$ cat src/rtl/side_pkg.sv
// side_pkg -- shared definitions for the side VRAM arbiter.
//   arb_state_t  : arbiter FSM states
//   PH_*         : tile phases at which the video fetch strobes fire
//   CPU_SLOT_DEF : default CPU access phase during active display
//   video_owned(): phases reserved for video fetch, never granted to the CPU
package side_pkg;

    typedef enum logic [1:0] {
        ST_IDLE   = 2'd0,
        ST_PEND   = 2'd1,
        ST_ACCESS = 2'd2,
        ST_DONE   = 2'd3
    } arb_state_t;

    localparam logic [2:0] PH_VFLG      = 3'd0;
    localparam logic [2:0] PH_VLK       = 3'd1;
    localparam logic [2:0] PH_LD_A      = 3'd3;
    localparam logic [2:0] PH_LD_B      = 3'd7;
    localparam logic [2:0] CPU_SLOT_DEF = 3'd4;

    function automatic logic video_owned(input logic [2:0] ph);
        return (ph == PH_VFLG) || (ph == PH_VLK);
    endfunction

endpackage

$ cat src/rtl/side_phase_gen.sv
// side_phase_gen -- tile phase counter and video strobe decoder.
//   clk, rst_n : clock, synchronous active-low reset
//   ck1        : pixel clock enable
//   hld        : line-start pulse; a ck1 coinciding with it reloads phase 0
//   phase      : current tile phase (0..7)
//   vflg_en, vlk, ld_en, pix_en : one-clk strobes, coincident with ck1,
//                decoded from the phase in effect during that ck1
module side_phase_gen
    import side_pkg::*;
(
    input  logic       clk,
    input  logic       rst_n,
    input  logic       ck1,
    input  logic       hld,
    output logic [2:0] phase,
    output logic       vflg_en,
    output logic       vlk,
    output logic       ld_en,
    output logic       pix_en
);

    always_ff @(posedge clk) begin
        if (!rst_n) begin
            phase <= 3'd0;
        end else if (ck1) begin
            phase <= hld ? 3'd0 : phase + 3'd1;
        end
    end

    // Strobes must coincide with ck1, so they are decoded combinationally;
    // gating with reset keeps them quiet while ck1 keeps running in reset.
    logic live;

    always_comb begin
        live    = rst_n & ck1;
        vflg_en = live && (phase == PH_VFLG);
        vlk     = live && (phase == PH_VLK);
        ld_en   = live && ((phase == PH_LD_A) || (phase == PH_LD_B));
        pix_en  = live && phase[0];
    end

endmodule

$ cat src/rtl/side_vram_arbiter.sv
// side_vram_arbiter -- shares SRAM port 0 between video fetch and the CPU.
//   clk, VIDEO_RSTn        : clock, synchronous active-low reset
//   CK1, HLD, VBL          : pixel enable, line start, vertical blank
//   cpu_req/we/addr/wdata  : CPU request, held until cpu_ack
//   cpu_ack, cpu_rdata     : completion pulse and read data
//   V_C                    : address mux select (1 = CPU)
//   sram_cen/we/addr/d/q   : SRAM port-0 strobes, registered address/data, read data
//   VFLG_en, VLK, LD_en, PIX_en, phase : video timing from side_phase_gen
module side_vram_arbiter
    import side_pkg::*;
#(
    parameter logic [2:0] CPU_SLOT = CPU_SLOT_DEF
) (
    input  logic        clk,
    input  logic        VIDEO_RSTn,
    input  logic        CK1,
    input  logic        HLD,
    input  logic        VBL,
    input  logic        cpu_req,
    input  logic        cpu_we,
    input  logic [10:0] cpu_addr,
    input  logic [7:0]  cpu_wdata,
    input  logic [7:0]  sram_q,
    output logic        cpu_ack,
    output logic [7:0]  cpu_rdata,
    output logic        V_C,
    output logic        sram_cen,
    output logic        sram_we,
    output logic [10:0] sram_addr,
    output logic [7:0]  sram_d,
    output logic        VFLG_en,
    output logic        VLK,
    output logic        LD_en,
    output logic        PIX_en,
    output logic [2:0]  phase
);

    side_phase_gen u_phase (
        .clk     (clk),
        .rst_n   (VIDEO_RSTn),
        .ck1     (CK1),
        .hld     (HLD),
        .phase   (phase),
        .vflg_en (VFLG_en),
        .vlk     (VLK),
        .ld_en   (LD_en),
        .pix_en  (PIX_en)
    );

    arb_state_t state;
    logic       we_q;
    logic [7:0] rdata_q;
    logic       grant;

    // Eligible CK1: the CPU slot during display, any phase during blank,
    // but the video fetch phases are never given away.
    assign grant = CK1 && !video_owned(phase) && (VBL || (phase == CPU_SLOT));

    always_ff @(posedge clk) begin
        if (!VIDEO_RSTn) begin
            state     <= ST_IDLE;
            we_q      <= 1'b0;
            sram_addr <= 11'd0;
            sram_d    <= 8'd0;
            V_C       <= 1'b0;
            sram_cen  <= 1'b0;
            sram_we   <= 1'b0;
            cpu_ack   <= 1'b0;
            rdata_q   <= 8'd0;
        end else begin
            V_C      <= 1'b0;
            sram_cen <= 1'b0;
            sram_we  <= 1'b0;
            cpu_ack  <= 1'b0;
            case (state)
                ST_IDLE: begin
                    if (cpu_req) begin
                        we_q      <= cpu_we;
                        sram_addr <= cpu_addr;
                        sram_d    <= cpu_wdata;
                        state     <= ST_PEND;
                    end
                end
                ST_PEND: begin
                    if (grant) begin
                        V_C      <= 1'b1;
                        sram_cen <= 1'b1;
                        sram_we  <= we_q;
                        state    <= ST_ACCESS;
                    end
                end
                ST_ACCESS: begin
                    cpu_ack <= 1'b1;
                    state   <= ST_DONE;
                end
                ST_DONE: begin
                    if (!we_q) rdata_q <= sram_q;
                    state <= ST_IDLE;
                end
                default: state <= ST_IDLE;
            endcase
        end
    end

    // sram_q only becomes valid in the DONE cycle, so the ack cycle passes it
    // straight through; the register then holds it until the next ack.
    assign cpu_rdata = (state == ST_DONE && !we_q) ? sram_q : rdata_q;

endmodule
$ cat config.mk
export PLATFORM = sky130hd
export DESIGN_NAME = side_vram_arbiter
export DESIGN_NICKNAME = d
export VERILOG_FILES = /design/src/rtl/side_pkg.sv /design/src/rtl/side_phase_gen.sv /design/src/rtl/side_vram_arbiter.sv
export SDC_FILE = /design/constraint.sdc
export NUM_CORES = 1
export LEC_CHECK = 0
export ABC_AREA = 1
export CAP_MARGIN = 20
export CORE_MARGIN = 2
export CORE_UTILIZATION = 40
export DETAILED_ROUTE_END_ITERATION = 12
export PLACE_DENSITY = 0.77
export RECOVER_POWER = 100
export SLEW_MARGIN = 10
export SYNTH_ARGS = -nofsm -noshare
export SYNTH_HDL_FRONTEND = slang
export SYNTH_SLANG_ARGS = --single-unit
export TNS_END_PERCENT = 10
$ cat constraint.sdc
create_clock -name clk -period 1.8 [get_ports clk]
set_input_delay 0.27 -clock clk [delete_from_list [all_inputs] [get_ports clk]]
set_output_delay 0.27 -clock clk [all_outputs]
set_load 0.01 [all_outputs]
==> results of run 1 <==
-- cells by family (layout without fill, tap and decap cells) --
group                    count (synthesis)  in the layout  synth area share [%]
flip-flops                              36             36                  47.6
AND/OR/NAND/NOR                         81             81                  21.3
AO/OA/AOI/OAI                           37             37                  12.9
adder cells (fa/ha/maj)                  9              9                  7.44
buffers and inverters                   40            117                  10.7
-- synth_stat cells --
master | number | area, sq um
inv_2 | 3 | 11.3
nor2_1 | 55 | 206
a211oi_1 | 1 | 7.51
nand3_1 | 3 | 15.0
o21ai_0 | 29 | 145
nand2_2 | 1 | 6.26
ha_1 | 9 | 113
nand2_1 | 18 | 67.6
nor3_1 | 2 | 10.0
a221oi_1 | 1 | 8.76
buf_2 | 3 | 15.0
clkbuf_1 | 3 | 11.3
buf_4 | 2 | 15.0
nor4_1 | 1 | 6.26
a21oi_2 | 1 | 8.76
dfxtp_1 | 36 | 721
nand2_4 | 1 | 11.3
a21oi_1 | 5 | 25.0
inv_1 | 29 | 109
-- sequential cells by signal (all words and copies together) (netlist names) --
name and count:
sram_addr 11, rdata_q 8, sram_d 8, u_phase.phase 3, state 2, cpu_ack 1, sram_cen 1, sram_we 1
we_q 1
-- worst min-delay path, stage by stage (launching register included) --
cell     delay [ns]
dfxtp_1        0.32
nor2_1         0.04
nor2_1         0.08
-- what timing repair did --
item / CTS / global route
endpoints found under the setup margin: 11 / 10
pin swaps: 0 / 0
resized for setup: 22 / 12
-- power by group --
| part | total (mW) | internal [mW] | switching (mW) |
|---|---|---|---|
| clock network | 0.564 | 0.312 | 0.253 |
| logic | 1.14 | 0.544 | 0.594 |
| registers | 1.08 | 0.996 | 0.0850 |
| total | 2.78 | 1.85 | 0.931 |
-- final cells by class --
class | instances | area (sq um) | area share, %
well taps | 48 | 60.1 | 2.50
repair buffers | 77 | 739 | 30.8
clock buffers | 8 | 90.1 | 3.75
flip-flops and latches | 36 | 722 | 30.0
inverters | 32 | 120 | 5.00
multi-input cells | 127 | 672 | 28.0
-- worst min-delay path by stage --
stage | start | endpoint | cells after the start
6_report | sram_addr[1] | sram_addr[1] | 2
5_1_grt | sram_addr[6] | sram_addr[6] | 2
4_1_cts | sram_addr[1] | sram_addr[1] | 2
3_5_place_dp | we_q | sram_we | 2
3_3_place_gp | we_q | sram_we | 2
2_1_floorplan | CK1 | u_phase.phase[0] | 1
-- routing by layer --
layer | up-vias | track usage (%) | routed length (um)
met3 | 4 | 6.85 | 254
met5 | - | 0 | 0
met4 | 0 | 6.77 | 44
met2 | 48 | 27.6 | 1550
met1 | 609 | 19.1 | 1410
li1 | 775 | - | -
==> summary.txt, run 1 <==
Outcome
  – Outcome: finished, final reports clean

Finish
  – Layout Utilization: 65.7%
  – Nets: 322
  – Layout area overhead: 58.9%
  – Cell Count, Final, Fillers Out: between 300 and 400
  – Most frequent cells in the layout: nor2_1, dfxtp_1, clkdlybuf4s50_1
  – Fraction of layout cells with a size suffix above 1: 9.64%
  – ANT cells: 0
  – Most common cell after layout, fill and taps aside: nor2_1
  – # fillers: ~350
  – Final instance area: 2400 sq um

Pwr
  – Peak supply drop: 0.668 mV
  – PwrDens: 1160 nW/um^2
  – Tot Pwr: about 2.8 mW
  – Leakage power: 1.21 nW

Synthesis
  – Mapped Area: 1510 sq um
  – Synthesized netlist net count: around 250
  – Post-Syn Instances: 203
  – Mean area per synthesized cell: 7.45 sq um
  – Seq cells post-synth: 36
  – Synth warn: 0
  – Synth cell types: 19
  – Post-synthesis sequential area ratio: a little under half

CTS
  – Clk buf depth: 2
  – Htree depth: 2
  – CTS tree: done
  – # hold bufs at CTS: 0
  – Clock Pin Slew Worst Setup and Hold Paths: 0.06 ns
  – Post-CTS setup buffer count: 0
  – Num CTS Buffers: 5
  – Clock latency on the worst-skew pair: ~0.27 ns
  – # clock sinks: 36
  – CTS root buffer: clkbuf_8

Setup path
  – Critical Path Sink Type: output port
  – Worst setup SP type: input port
  – CP top delay family: buffers and inverters
  – WP depth: 4
  – CP dominant cell by count: clkdlybuf4s50_1
  – Crit path cell chain: clkdlybuf4s50_1 > nand2_2 > nor2_1 > clkdlybuf4s50_1
  – Crit Path Max Fanout: 4
  – RR Startpoint: state[1]
  – Crit path buf inv count: 2
  – Critical path class: in -> out
  – Reg2reg end: we_q
  – Worst Setup EP: PIX_en
  – FF-to-FF path depth: 7
  – Flop2flop setup slack: around 0.26 ns
  – Crit path DAT: 1.47 ns
  – Max incr delay on CP: 0.53 ns
  – CP required: 1.53 ns
  – Max stage delay cell, worst path: clkdlybuf4s50_1
  – Crit path launch: CK1

Placement
  – Final HPWL DP: 2.35 mm
  – Gpl congestion: between 0.7 and 0.8
  – Placed inst area: roughly 2300 sq um
  – Placed Cells: 320
  – I/O Buffers: 71
  – Dpl ws: -0.0717 ns

Job
  – Max-Cap Viols: 0

Routing
  – Final wirelength: 3.27 mm
  – Post-route DRC: 0
  – DRT Pass-1 Iters: 4
  – ANT nets after route: 0
  – Via count: 1436
  – Iteration-0 DRC count of the detailed router: 45
  – WL per Instance: 9.95 um
  – Drt via density: ~4.4

Global routing
  – Largest net degree at the start of global routing: 26
  – First-pass GRT wire length: ~5.5 mm
  – Total GRT Usage: 16.7%
  – Vias in the first global route: roughly 1.3k
  – Initial antenna violation count: 0
  – Total gr overflow: 0

Timing
  – Worst hold slack: 0.474 ns
  – Setup TNS: 0 ns
  – RSZ-0062 raised after global routing: yes
  – PnR worst setup slack: 0.0643 ns
  – Rel. slew slack: between 70% and 80%
  – Fin crit period: about 1.7 ns
  – Final period util: 96.4%
  – Fmax: 0.576 GHz
  – Fin. Hold Viols: 0
  – Worst Max-Slew Pin Slew: between 0.4 and 0.5 ns
  – Slew Viols, Final: 0
  – Final setup fails: 0
  – Final setup skew: about 0.0023 ns

Floorplanning
  – Ports: 72
  – Width of the die: 65.5 um
  – CORE AREA: 3660 sq um
  – Site Rows: 22
  – Initial Util: 41.3%
  – Die ar.: 4290 sq um
  – Die height: 65.5 um

Worst hold path
  – Hold Path Class: reg -> reg
Note: power is estimated with default switching activity, not from simulation.
==> inputs of run 2 (changes only) <==
--- a/config.mk
+++ b/config.mk
@@ -8,9 +8,9 @@
 export ABC_AREA = 1
 export CAP_MARGIN = 20
 export CORE_MARGIN = 2
-export CORE_UTILIZATION = 40
+export CORE_UTILIZATION = 36
 export DETAILED_ROUTE_END_ITERATION = 12
-export PLACE_DENSITY = 0.77
+export PLACE_DENSITY = 0.73
 export RECOVER_POWER = 100
 export SLEW_MARGIN = 10
 export SYNTH_ARGS = -nofsm -noshare
==> constraint.sdc (replaced) <==
create_clock -name clk -period 1.45 [get_ports clk]
set_input_delay 0.2175 -clock clk [delete_from_list [all_inputs] [get_ports clk]]
set_output_delay 0.2175 -clock clk [all_outputs]
set_load 0.01 [all_outputs]
==> summary.txt, run 2 (synthesis gave the netlist of run 1 again) <==
CTS
  – Clock latency on the worst-skew pair: between 0.2 and 0.3 ns
  – CTS tree: done
  – # clock sinks: 36
  – Num CTS Buffers: 5
  – CTS root buffer: clkbuf_8
  – Clk buf depth: 2
  – Clock Pin Slew Worst Setup and Hold Paths: ~0.07 ns
  – Htree depth: 2

Timing
  – Final setup fails: 9
  – PnR worst setup slack: -0.0924 ns
  – Fin. Hold Viols: 0
  – Final period util: 106%
  – Rel. slew slack: a little under three quarters
  – Final setup skew: 0.00197 ns
  – Fmax: 0.648 GHz
  – RSZ-0062 raised after global routing: yes
  – Fin crit period: ~1.5 ns
  – Slew Viols, Final: 0
  – Worst Max-Slew Pin Slew: 0.430 ns

Setup path
  – FF-to-FF path depth: 9
  – Flop2flop setup slack: 0.07 ns
  – Critical Path Sink Type: output port
  – Reg2reg end: state[0]
  – CP required: 1.23 ns
  – Critical path class: reg -> out
  – Crit path DAT: 1.32 ns
  – Worst setup SP type: register
  – RR Startpoint: u_phase.phase[0]
  – Crit Path Max Fanout: 6

Floorplanning
  – CORE AREA: around 4000 sq um
  – Ports: 72
  – Initial Util: 37.5%
  – Die height: just under 70 um
  – Site Rows: 23
  – Width of the die: 68.8 um
  – Die ar.: 4740 sq um

Worst hold path
  – Hold_sp: sram_addr[5]
  – Hold Path Class: reg -> reg
  – Hold Path End: sram_addr[5]
  – WHS Path Cells: 2

Placement
  – Gpl congestion: 0.745
  – I/O Buffers: 71
  – Placed Cells: 341
  – Final HPWL DP: 2.48 mm
  – Dpl ws: -0.279 ns

Routing
  – Final wirelength: 3.55 mm
  – Iteration-0 DRC count of the detailed router: 46
  – ANT nets after route: 0
  – Post-route DRC: 0
  – WL per Instance: 10.1 um
  – DRT Pass-1 Iters: 4
  – Via count: 1531
  – Drt via density: 4.36

Finish
  – Fraction of layout cells with a size suffix above 1: 22.9%
  – Most common cell after layout, fill and taps aside: nor2_1
  – Nets: 343
  – Largest register FFs: 11
  – Regs by FF count: sram_addr x11, rdata_q x8, sram_d x8
  – Layout area overhead: 70.5%
  – Most frequent cells in the layout: nor2_1, clkdlybuf4s50_1, dfxtp_1
  – Cell Count, Final, Fillers Out: 351
  – Most flops, register: sram_addr
  – ANT cells: 0

Pwr
  – Clock Power Share: a little under a fifth
  – Sw Share: 33.4%
  – PwrDens: 1480 nW/um^2
  – Leakage power: 1.21 nW
  – Peak supply drop: between 0.8 and 0.9 mV
  – Comb pwr share: 45.4%
  – Tot Pwr: roughly 3.8 mW
  – Sw Pwr: 1.27 mW
  – Cell-internal power: ~2.5 mW
  – Sequential Power Share: 35.6%

Global routing
  – Vias in the first global route: about 1.3k
  – Total GRT Usage: 15.9%
  – Total gr overflow: 0
  – Largest net degree at the start of global routing: 26
  – Initial antenna violation count: 0
  – First-pass GRT wire length: about 5.5 mm

Outcome
  – Failing checks: setup timing
  – Outcome: complete, but fails checks

Job
  – Max-Cap Viols: 0
==> run 2: metrics by stage <==
stage               area [sq um]  hold WS (ns)  util, %  setup TNS, ns
detailed placement          2430         0.471     60.4          -2.72
global placement            2430         0.461     60.4          -2.42
global route                2580         0.508     64.0          -2.49
floorplan                   1510         0.317        -              0
CTS                         2560         0.487     63.7         -0.606
finish                      2580         0.481     64.0         -0.593
==> run 2: layer usage <==
layer / part of all wire [%] / global-route usage [%]
met5: 0 / 0
met4: 1.2 / 5.15
met3: 10 / 8.44
met2: 48 / 27.6
met1: 40 / 16.3
==> run 2: cell type report <==
class	instances	area (sq um)
flip-flops and latches	36	723
well taps	50	62.6
inverters	32	120
fillers	373	1450
repair buffers	98	862
multi-input cells	127	721
clock buffers	8	90.1
==> run 2: power by group through the flow <==
stage / clock (mW) / combinational (mW) / sequential (mW)
floorplan: 0 / 0.662 / 1.45
global placement: 0 / 1.62 / 1.35
detailed placement: 0 / 1.64 / 1.37
CTS: 0.744 / 1.68 / 1.36
global route: 0.796 / 1.94 / 1.39
finish: 0.723 / 1.73 / 1.36
==> run 2: timing repair <==
item                                   in CTS  in global routing
pin swaps                                   2                  1
endpoints found under the hold margin       0                  0
hold buffers                                0                  0
setup buffers                               1                  0
setup endpoints to repair                  14                 33
resized for setup                          69                 27
cloned                                      1                  0
==> run 2: how the worst max path moves through the flow <==
stage	start	to	cells past startpoint
final	state[0]	cpu_rdata[1]	7
after global routing	state[1]	cpu_rdata[3]	7
after CTS	state[0]	cpu_rdata[7]	6
after detailed placement	VIDEO_RSTn	VFLG_en	4
after global placement	VIDEO_RSTn	VFLG_en	4
after floorplan	u_phase.phase[0]	state[0]	10
==> run 2: critical path, cell delays in order (launching register included) <==
cell     delay, ns
dfxtp_2       0.34
ha_4          0.16
nand2_4       0.09
buf_6         0.14
nand2_2       0.06
o21ai_2       0.06
inv_1         0.08
buf_6         0.12
==> inputs of run 3 (changes only) <==
--- a/config.mk
+++ b/config.mk
@@ -12,6 +12,7 @@
 export DETAILED_ROUTE_END_ITERATION = 12
 export PLACE_DENSITY = 0.73
 export RECOVER_POWER = 100
+export SKIP_CTS_REPAIR_TIMING = 1
 export SLEW_MARGIN = 10
 export SYNTH_ARGS = -nofsm -noshare
 export SYNTH_HDL_FRONTEND = slang
==> summary.txt, run 3 (synthesis gave the netlist of run 1 again) <==
Pwr
  – Comb pwr share: between 40 and 50%
  – Leakage power: approximately 1.3 nW
  – PwrDens: 1460 nW/um^2
  – Peak supply drop: 0.889 mV
  – Sw Share: ~33%
  – Clock Power Share: a little under a fifth
  – Sequential Power Share: between 30% and 40%
  – Sw Pwr: 1.24 mW
  – Tot Pwr: around 3.8 mW
  – Cell-internal power: 2.52 mW

Routing
  – Via count: 1535
  – Post-route DRC: 0
  – Iteration-0 DRC count of the detailed router: 41
  – Drt via density: 4.37
  – Final wirelength: 3.53 mm
  – ANT nets after route: 0
  – DRT Pass-1 Iters: 4
  – WL per Instance: around 10 um

Setup path
  – Worst setup SP type: register
  – Critical Path Sink Type: output port
  – Crit Path Max Fanout: 5
  – Flop2flop setup slack: 0.11 ns
  – CP required: 1.23 ns
  – Critical path class: reg -> out
  – Crit path DAT: around 1.3 ns

Finish
  – Storage element area: 726 sq um
  – Most flops, register: sram_addr
  – # fillers: 370
  – Nets: about 340
  – Final instance area: approximately 2600 sq um
  – Largest register FFs: 11
  – Regs by FF count: sram_addr x11, rdata_q x8, sram_d x8
  – Footprint of the multi-input gates: 681 sq um
  – Fraction of layout cells with a size suffix above 1: 20.3%
  – Most frequent cells in the layout: nor2_1, clkdlybuf4s50_1, dfxtp_1
  – ANT cells: 0
  – Layout area overhead: 70.8%

CTS
  – Clock latency on the worst-skew pair: 0.28 ns
  – # clock sinks: 36
  – Num CTS Buffers: 5
  – Clk buf depth: 2
  – Clock Pin Slew Worst Setup and Hold Paths: 0.07 ns
  – CTS tree: done
  – Htree depth: 2
  – CTS root buffer: clkbuf_8

Global routing
  – Vias in the first global route: around 1.3k
  – Total GRT Usage: 15.3%
  – Initial antenna violation count: 0
  – Largest net degree at the start of global routing: 26
  – First-pass GRT wire length: 5.26 mm
  – Total gr overflow: 0

Timing
  – Worst Max-Slew Pin Slew: 0.316 ns
  – Rel. slew slack: 78.9%
  – Final setup fails: 8
  – RSZ-0062 raised after global routing: yes
  – Setup TNS: -0.486 ns
  – Worst hold slack: 0.481 ns
  – Final period util: 106%
  – Fin. Hold Viols: 0
  – Fin crit period: approximately 1.5 ns
  – Final setup skew: 0.00253 ns
  – Fmax: 0.650 GHz
  – Slew Viols, Final: 0
  – PnR worst setup slack: -0.0891 ns

Placement
  – Final HPWL DP: 2.48 mm
  – Gpl congestion: 0.745
  – Placed inst area: between 2000 and 2500 sq um
  – Dpl ws: -0.279 ns
  – I/O Buffers: 71

Outcome
  – Outcome: complete, but fails checks
  – Failing checks: setup timing

Floorplanning
  – Width of the die: just under 70 um
  – Die ar.: 4740 sq um
  – Initial Util: 37.5%
  – CORE AREA: a little over 4000 sq um
  – Site Rows: 23
  – Die height: a little under 70 um
  – Ports: 72

Job
  – Max-Cap Viols: 0

Worst hold path
  – Hold Path Class: reg -> reg
-- run 3: cell type report --
| type | instances | area share, % |
|---|---|---|
| Timing Repair Buffer | 98 | 35.0 |
| Sequential cell | 36 | 28.1 |
| Multi-Input combinational cell | 127 | 26.3 |
| Inverter | 32 | 4.65 |
| Clock buffer | 8 | 3.49 |
| Tap cell | 50 | 2.42 |
-- run 3: worst max-delay path, cell delays in order, from the launching register on --
cell and delay [ns]:
dfxtp_2 0.36, ha_4 0.15, nand2_4 0.06, buf_6 0.13, o21ai_2 0.13, inv_1 0.05, dlymetal6s2s_1 0.16
-- run 3: path summary, 6_finish.rpt --
path	start	to	cells past startpoint
hold reg to reg	sram_addr[5]	sram_addr[5]	2
hold / removal	sram_addr[5]	sram_addr[5]	2
setup reg to reg	state[0]	sram_d[4]	7
setup / recovery	state[0]	cpu_rdata[7]	6
-- run 3: per-layer routing --
metal / global-route usage, % / part of all wire, %
met1: 16.0 / 41
met2: 25.8 / 49
met3: 8.44 / 9.3
met4: 5.15 / 1.2
met5: 0 / 0
-- run 3: metrics by stage --
stage	cells	util, %
after floorplan	203	-
after global placement	341	60.4
after detailed placement	341	60.4
after CTS	349	62.6
after global routing	351	64.1
final	351	64.1
-- run 3: power groups by stage --
stage / registers [mW] / clock network, mW / logic [mW]
after CTS: 1.35 / 0.744 / 1.66
after detailed placement: 1.37 / 0 / 1.64
after global routing: 1.39 / 0.796 / 1.88
after floorplan: 1.45 / 0 / 0.662
final: 1.36 / 0.722 / 1.68
after global placement: 1.35 / 0 / 1.62
